===== config.mk =====
export PLATFORM = sky130hd
export DESIGN_NAME = sequence_scan_ctrl
export DESIGN_NICKNAME = d
export VERILOG_FILES = /design/src/rtl/sequence_scan_ctrl_pkg.sv /design/src/rtl/sequence_scan_ctrl_window.sv /design/src/rtl/sequence_scan_ctrl.sv
export SDC_FILE = /design/constraint.sdc
export NUM_CORES = 1
export LEC_CHECK = 0
export ABC_AREA = 1
export BUFFER_PORTS_ARGS = -buffer_cell sky130_fd_sc_hd__buf_4
export CELL_PAD_IN_SITES_DETAIL_PLACEMENT = 1
export CELL_PAD_IN_SITES_GLOBAL_PLACEMENT = 2
export CORE_ASPECT_RATIO = 1.2
export CORE_MARGIN = 10
export CORE_UTILIZATION = 33
export CTS_BUF_LIST = sky130_fd_sc_hd__clkbuf_16
export CTS_CLUSTER_DIAMETER = 30
export DETAILED_ROUTE_END_ITERATION = 6
export HOLD_SLACK_MARGIN = 0.02
export PLACE_DENSITY = 0.92
export SYNTH_ARGS = -nofsm -noshare
export SYNTH_HDL_FRONTEND = slang
export SYNTH_SLANG_ARGS = --single-unit

===== constraint.sdc =====
create_clock -name clock -period 2.31 [get_ports clock]
set_input_delay 0.1155 -clock clock [delete_from_list [all_inputs] [get_ports clock]]
set_output_delay 0.1155 -clock clock [all_outputs]
set_load 0.01 [all_outputs]

===== src/rtl/sequence_scan_ctrl_pkg.sv =====
// Shared definitions for the sequence scan controller: FSM encoding and
// the helper that sizes count/position outputs.
package sequence_scan_ctrl_pkg;

   typedef enum logic [1:0] {
      IDLE = 2'd0,
      SCAN = 2'd1,
      DONE = 2'd2
   } state_e;

   // Minimum width able to hold any value 0..n.
   function automatic int unsigned cnt_width(input int unsigned n);
      return $clog2(n + 1);
   endfunction

endpackage


===== src/rtl/sequence_scan_ctrl_window.sv =====
// PAT_W-bit sliding window over the serial stream with index-qualified
// compare, match pulse, overlapping match count and first-match position.
module pattern_window_match
   import sequence_scan_ctrl_pkg::*;
#(
   parameter int unsigned PAT_W = 3,
   parameter int unsigned CNT_W = 5
) (
   input  logic             clock,
   input  logic             reset,
   input  logic             clear,
   input  logic             bit_valid,
   input  logic             serial_bit,
   input  logic [CNT_W-1:0] bit_idx,
   input  logic [PAT_W-1:0] pattern,
   output logic             match,
   output logic [CNT_W-1:0] match_count,
   output logic             found,
   output logic [CNT_W-1:0] first_pos
);

   localparam logic [CNT_W-1:0] MinIdx = CNT_W'(PAT_W - 1);

   logic [PAT_W-1:0] win_q;
   logic [PAT_W-1:0] win_new;
   logic             hit;

   // The index guard keeps the zero-cleared window from matching early.
   assign win_new = {win_q[PAT_W-2:0], serial_bit};
   assign hit     = bit_valid && (win_new == pattern) && (bit_idx >= MinIdx);

   always_ff @(posedge clock) begin
      if (reset || clear) begin
         win_q       <= '0;
         match       <= 1'b0;
         match_count <= '0;
         found       <= 1'b0;
         first_pos   <= '0;
      end else begin
         match <= hit;
         if (bit_valid) begin
            win_q <= win_new;
         end
         if (hit) begin
            match_count <= match_count + CNT_W'(1);
            if (!found) begin
               found     <= 1'b1;
               first_pos <= bit_idx;
            end
         end
      end
   end

endmodule


===== src/rtl/sequence_scan_ctrl.sv =====
// Serialises a captured word MSB-first and sequences an overlapping
// pattern detector over it; FSM, capture, shift register and bit counter.
module sequence_scan_ctrl
   import sequence_scan_ctrl_pkg::*;
#(
   parameter int unsigned DATA_W = 16,
   parameter int unsigned PAT_W  = 3,
   parameter int unsigned CNT_W  = 5
) (
   input  logic              clock,
   input  logic              reset,
   input  logic              start,
   input  logic [DATA_W-1:0] data_in,
   input  logic [PAT_W-1:0]  pattern,
   output logic              busy,
   output logic              done,
   output logic              serial_bit,
   output logic              bit_valid,
   output logic              match,
   output logic [CNT_W-1:0]  match_count,
   output logic              found,
   output logic [CNT_W-1:0]  first_pos
);

   if (CNT_W < cnt_width(DATA_W)) begin : g_bad_cnt_w
      $error("CNT_W too narrow for DATA_W");
   end
   if (PAT_W < 2 || DATA_W < PAT_W) begin : g_bad_pat_w
      $error("PAT_W must be >= 2 and <= DATA_W");
   end

   localparam logic [CNT_W-1:0] LastIdx = CNT_W'(DATA_W - 1);

   state_e            state_q;
   logic [DATA_W-1:0] shift_q;
   logic [PAT_W-1:0]  pat_q;
   logic [CNT_W-1:0]  bit_idx_q;
   logic              accept;

   assign accept     = (state_q == IDLE) && start;
   assign serial_bit = shift_q[DATA_W-1];

   always_ff @(posedge clock) begin
      if (reset) begin
         state_q   <= IDLE;
         shift_q   <= '0;
         pat_q     <= '0;
         bit_idx_q <= '0;
         busy      <= 1'b0;
         done      <= 1'b0;
         bit_valid <= 1'b0;
      end else begin
         unique case (state_q)
            IDLE: begin
               if (start) begin
                  shift_q   <= data_in;
                  pat_q     <= pattern;
                  bit_idx_q <= '0;
                  busy      <= 1'b1;
                  bit_valid <= 1'b1;
                  state_q   <= SCAN;
               end
            end
            SCAN: begin
               shift_q   <= {shift_q[DATA_W-2:0], 1'b0};
               bit_idx_q <= bit_idx_q + CNT_W'(1);
               if (bit_idx_q == LastIdx) begin
                  busy      <= 1'b0;
                  bit_valid <= 1'b0;
                  done      <= 1'b1;
                  state_q   <= DONE;
               end
            end
            DONE: begin
               done    <= 1'b0;
               state_q <= IDLE;
            end
            default: begin
               busy      <= 1'b0;
               done      <= 1'b0;
               bit_valid <= 1'b0;
               state_q   <= IDLE;
            end
         endcase
      end
   end

   pattern_window_match #(
      .PAT_W(PAT_W),
      .CNT_W(CNT_W)
   ) u_match (
      .clock      (clock),
      .reset      (reset),
      .clear      (accept),
      .bit_valid  (bit_valid),
      .serial_bit (serial_bit),
      .bit_idx    (bit_idx_q),
      .pattern    (pat_q),
      .match      (match),
      .match_count(match_count),
      .found      (found),
      .first_pos  (first_pos)
   );

endmodule


# Word-level counts from Yosys, hierarchy flattened
# Index checks and enable logic that the tools add are counted.
totals:
  regBits: 42
  out_inout_bits: 16
classes:
  eq_ne: 6
  n_bitwise: 3
  muxes: 12
  n_lt_le_gt_ge: 1
  addsub: 2
  n_reduce_logical: 12
ops:
  columns: ["op", "count"]
  rows:
  - ["case mux 16 bit (2 select lines)", 1]
  - ["two-way mux 16 bit", 1]
  - ["adder 5 x 1 -> 5 bit (second input constant)", 2]
  - ["case mux 5 bit (2 select lines)", 1]
  - ["AND reduction 2 bit", 5]
  - ["== test 5 x 4 -> 1 bit (second input constant)", 1]
  - ["greater-or-equal comparator 5 x 2 -> 1 bit (second input constant)", 1]
  - ["two-way mux 5 bit", 1]
  - ["two-way mux 2 bit", 2]
  - ["!= test 2 bit (second input constant)", 2]
  - ["case mux 2 bit (2 select lines)", 1]
  - ["== test 3 bit", 1]
  - ["logical AND 1 bit", 3]
  - ["two-way mux 1 bit", 3]
  - ["NOT 1 bit", 3]
  - ["case mux 1 bit (3 select lines)", 1]
  - ["AND reduction 3 bit", 1]
  - ["== test 2 x 1 -> 1 bit (second input constant)", 1]
  - ["== test 2 bit (second input constant)", 1]
  - ["zero test 2 bit", 1]
  - ["case mux 1 bit (2 select lines)", 1]
  - ["nonzero test 2 bit", 1]
  - ["logical OR 1 bit", 1]

# Logic depth before layout (Yosys ltp)
depth:
  ltp_word: 4
  mapped_depth: 10
  depth_no_buf: 10

# By module
# A second synthesis with hierarchy kept.
unflattened:
  cells_unflattened: 281
  hier_area_um2: 1985.7
by_module_without_submodules:
  columns: ["module", "cells_per_inst", "n_inst", "area_each_um2"]
  rows:
  - ["sequence_scan_ctrl", 182, 1, 1281.2]
  - ["pattern_window_match", 99, 1, 704.4]

# Worst setup path before layout
# Ideal clock, no wire load.
synth_path:
  path_kind: "reg2reg"
  startpoint: "register bit_idx_q[1]"
  endpoint: "register bit_idx_q[4]"
  required_time_ns: 2.240
  path_slack_ns: 0.957
  t_arrival_ns: 1.283
  path_buffers: 0
  stages_incl_launch_ff: 7
  cell_sequence: "dfxtp_1 -> ha_1 -> inv_1 -> nor3_1 -> ha_1 -> or2_1 -> a21oi_1"
synth_via:
  elab_chain_len: 2
synth_lines:
  columns: ["item", "line_no", "rtl"]
  rows:
  - ["start: declaration", "sequence_scan_ctrl.sv:37", "logic [CNT_W-1:0] bit_idx_q;"]
  - ["start signal: assignment", "sequence_scan_ctrl.sv:66", "bit_idx_q <= bit_idx_q + CNT_W'(1);"]
  - ["adder 5 x 1 -> 5 bit", "sequence_scan_ctrl.sv:66", null]
  - ["case mux 5 bit (2 select lines)", "sequence_scan_ctrl.sv:53", "unique case (state_q)"]
# Every way passes these cells.
# A chain may end at the register's enable or synchronous reset.

# Worst setup path in the final report
layout_path:
  startpoint: "register bit_idx_q[0]"
  endpoint: "register bit_idx_q[4]"
# Same word-level chain as after synthesis.

==> flow_summary.yaml <==
routing:
  vias: 1570
  firstDrtPassIters: 4
  first_iter_violations: 97
  remaining_drc_errors: 0
  ant_nets: 0
  via_per_inst: 4.83
  avgRoutedWirePerCell_um: 13.9
  routed_wl_mm: 4.52
die:
  ioPinCount: 38
  core_area_um2: 5300
  row_count: 29
  die_h_um: 101
  die_w_um: 87.4
  dieArea_um2: 8810
  initial_core_util_pct: 33.9
timing:
  period_share_pct: 64.6
  setup_viol: 0
  fmax_mhz: 671
  setup_tns_ps: 0
  period_minus_slack_ps: 1490
  hold_viol: 0
  timing.final.ws_setup_ps: 819
  slew_violations: 0
  relSlewSlack_pct: 61.8
  rsz0062_at_grt: "false"
  holdWs_ps: 54.7
  finalClockSkew_ps: 5.92
  tightest_slew_ps: 572
hold_path:
  hold_path_class: "in2reg"
  hp-start: "data_in[10]"
clock_tree:
  clkLatencyLatePin_ps: 280
  path_clk_slew_ps: 60
  clock-sinks: 42
  ctsResizeCount: 0
  holdBufCountCts: 0
  cts_root_buf: "clkbuf_16"
  cts_buffers: 5
  cts.path.max_buffers: 2
  postCtsSetupBuffers: 0
  cts_tree: "yes"
  h-tree-depth: 2
worst_setup_path:
  reg2reg_from: "bit_idx_q[0]$_SDFFE_PP0P_"
  slowest_delay_ps: 410
  critPathSlowestCell: "dfxtp_1"
  cpMostUsedCell: "ha_1"
  critPathRequiredTime_ps: 2520
  path_class: "reg2reg"
  critPathLaunchType: "flop"
  end_kind: "flop"
  startpoint: "bit_idx_q[0]$_SDFFE_PP0P_"
  worstPathArrival_ps: 1700
  crit_chain: "ha_1, inv_1, nor3_1, ha_1, or2_1, a21oi_1"
  crit_path_max_fanout: 6
logic_synthesis:
  yosysTopAreaCell: "dfxtp_1"
  yosys_warnings: 0
  synth_top_area_share_pct: 46.8
  synthFlopType: "dfxtp_1"
  synth_nets: 251
  synthCells: 225
  synth_seq_cells: 42
  synth-seq-area-share_pct: 46.8
  async_flop_share_pct: 0
  synth_enable_flop_cells: 0
  synthTopCellsByArea: "dfxtp_1 (47%), nor2_1 (9.2%), nand2_1 (6.9%), o221ai_1 (6.8%), a21oi_1 (4.7%)"
  synth.distinct_cells: 29
  yosysMostFrequentCell: "nor2_1"
  syn-mean-instance-area_um2: 7.99
  synth_commonest_cells: "nor2_1 (44), dfxtp_1 (42), nand2_1 (33)"
  synth_area_um2: 1800
power_and_ir_drop:
  seq_power_share_pct: 44.9
  comb_power_share_pct: 10.5
  internal-power_mw: 1.35
  leakagePower_nw: 1.00
  p_sw_mw: 0.416
  clockPowerShare_pct: 44.5
  ir_drop_uv: 379
  power_switching_share_pct: 23.6
  powerDensity_nw_per_um2: 771
global_routing:
  grt_overflow: 0
  grt_usage_pct: 10.6
  antenna_found_initial: 0
  grt_pass1_vias: 1680
  grt_max_degree: 23
  grt_pass1_wl_mm: 7.59
cells_and_area:
  nets: 288
  area_growth_syn_to_layout_pct: 27.2
  insertedDiodeCount: 0
  final_layout_size_suffix_gt1_share_pct: 23.2
placement:
  place_ws_ps: 845
  portBuffers: 37
  gp_congestion: 0.766
  hpwl_mm: 3.20
run:
  drv_cap: 0
run_status:
  status: "finished clean"
==> worst max-delay path, delay by kind of cell (launching register included) <==
| family | cells | cell delay [ps] |
|---|---|---|
| adder cells (fa/ha/maj) | 2 | 440 |
| flip-flops | 1 | 410 |
| AND/OR/NAND/NOR | 2 | 360 |
| AO/OA/AOI/OAI | 1 | 140 |
| buffers and inverters | 1 | 60 |
==> logic make-up after synthesis <==
| group | synth area share (%) |
|---|---|
| AO/OA/AOI/OAI | 15.3 |
| AND/OR/NAND/NOR | 25.3 |
| flip-flops | 46.8 |
| XOR/XNOR | 1.95 |
| buffers and inverters | 7.87 |
| adder cells (fa/ha/maj) | 2.79 |
==> layout by cell type, fill, tap and decap left out <==
cell and instances:
nor2_1 44, dfxtp_1 42, buf_4 39, nand2_1 33
inv_1 19, a21oi_1 17, o221ai_1 14, o21ai_0 8
inv_2 7, nand3_1 7, clkbuf_16 5, ha_1 4
nand3_2 2, or2_1 2, nor2_4 2, xor2_1 2
xnor2_1 2, nand4_1 2, nor3_1 1, a211oi_1 1
nor2_2 1, nor2_8 1, o21ai_1 1, nand2_2 1
nand3_4 1, nand3b_1 1, o21a_1 1, o31ai_1 1
clkinvlp_4 1, bufinv_16 1
==> flip-flops by register name, summed over array words and instances, names as in the netlist <==
register             cells
pat_q                    3
done                     1
u_match.first_pos        5
u_match.match            1
shift_q                 16
bit_valid                1
bit_idx_q                5
u_match.found            1
u_match.win_q            2
u_match.match_count      5
state_q                  2
==> per-layer routing <==
| layer | routed length, µm | vias to the layer above | part of all wire (%) | GRT usage (%) |
|---|---|---|---|---|
| li1 | - | 812 | - | - |
| met1 | 1950 | 723 | 43 | 10.9 |
| met2 | 2260 | 31 | 50 | 18.6 |
| met3 | 268 | 4 | 5.9 | 4.61 |
| met4 | 34 | 0 | 0.75 | 3.32 |
| met5 | 0 | - | 0 | 0 |
==> through the flow <==
| stage | area, µm² | std cells | utilization [%] | power (mW) |
|---|---|---|---|---|
| floorplan | 1800 | 225 | - | 0.926 |
| global placement | 2120 | 317 | 40.0 | 0.990 |
| detailed placement | 2120 | 317 | 40.0 | 0.995 |
| CTS | 2290 | 325 | 43.2 | 1.79 |
| global route | 2290 | 325 | 43.2 | 1.85 |
| finish | 2290 | 325 | 43.2 | 1.76 |
==> worst paths after layout <==
| path | endpoint | slack, ps | depth (start not counted) |
|---|---|---|---|
| min reg2reg | shift_q[0]$_SDFFE_PP0P_ | 470 | 2 |
| max reg2reg | bit_idx_q[4]$_SDFFE_PP0P_ | 820 | 6 |
| max | bit_idx_q[4]$_SDFFE_PP0P_ | 820 | 6 |
| min | shift_q[10]$_SDFFE_PP0P_ | 50 | 3 |
==> power groups by stage <==
| stage | Combinational (mW) | Clock [mW] | Sequential (mW) |
|---|---|---|---|
| after floorplan | 0.124 | 0 | 0.802 |
| after global placement | 0.184 | 0 | 0.806 |
| after detailed placement | 0.188 | 0 | 0.807 |
| after CTS | 0.191 | 0.807 | 0.792 |
| after global routing | 0.211 | 0.839 | 0.795 |
| final | 0.186 | 0.784 | 0.792 |
==> final cells by class <==
cell class	count	area [µm²]
Inverter	25	93.8
Timing Repair Buffer	39	293
Fill cell	656	3010
Tap cell	62	77.6
Multi-Input combinational cell	149	815
Clock buffer	5	125
Sequential cell	42	841
Clock inverter	3	41.3
No activity file was read; power rests on OpenSTA's default activity.
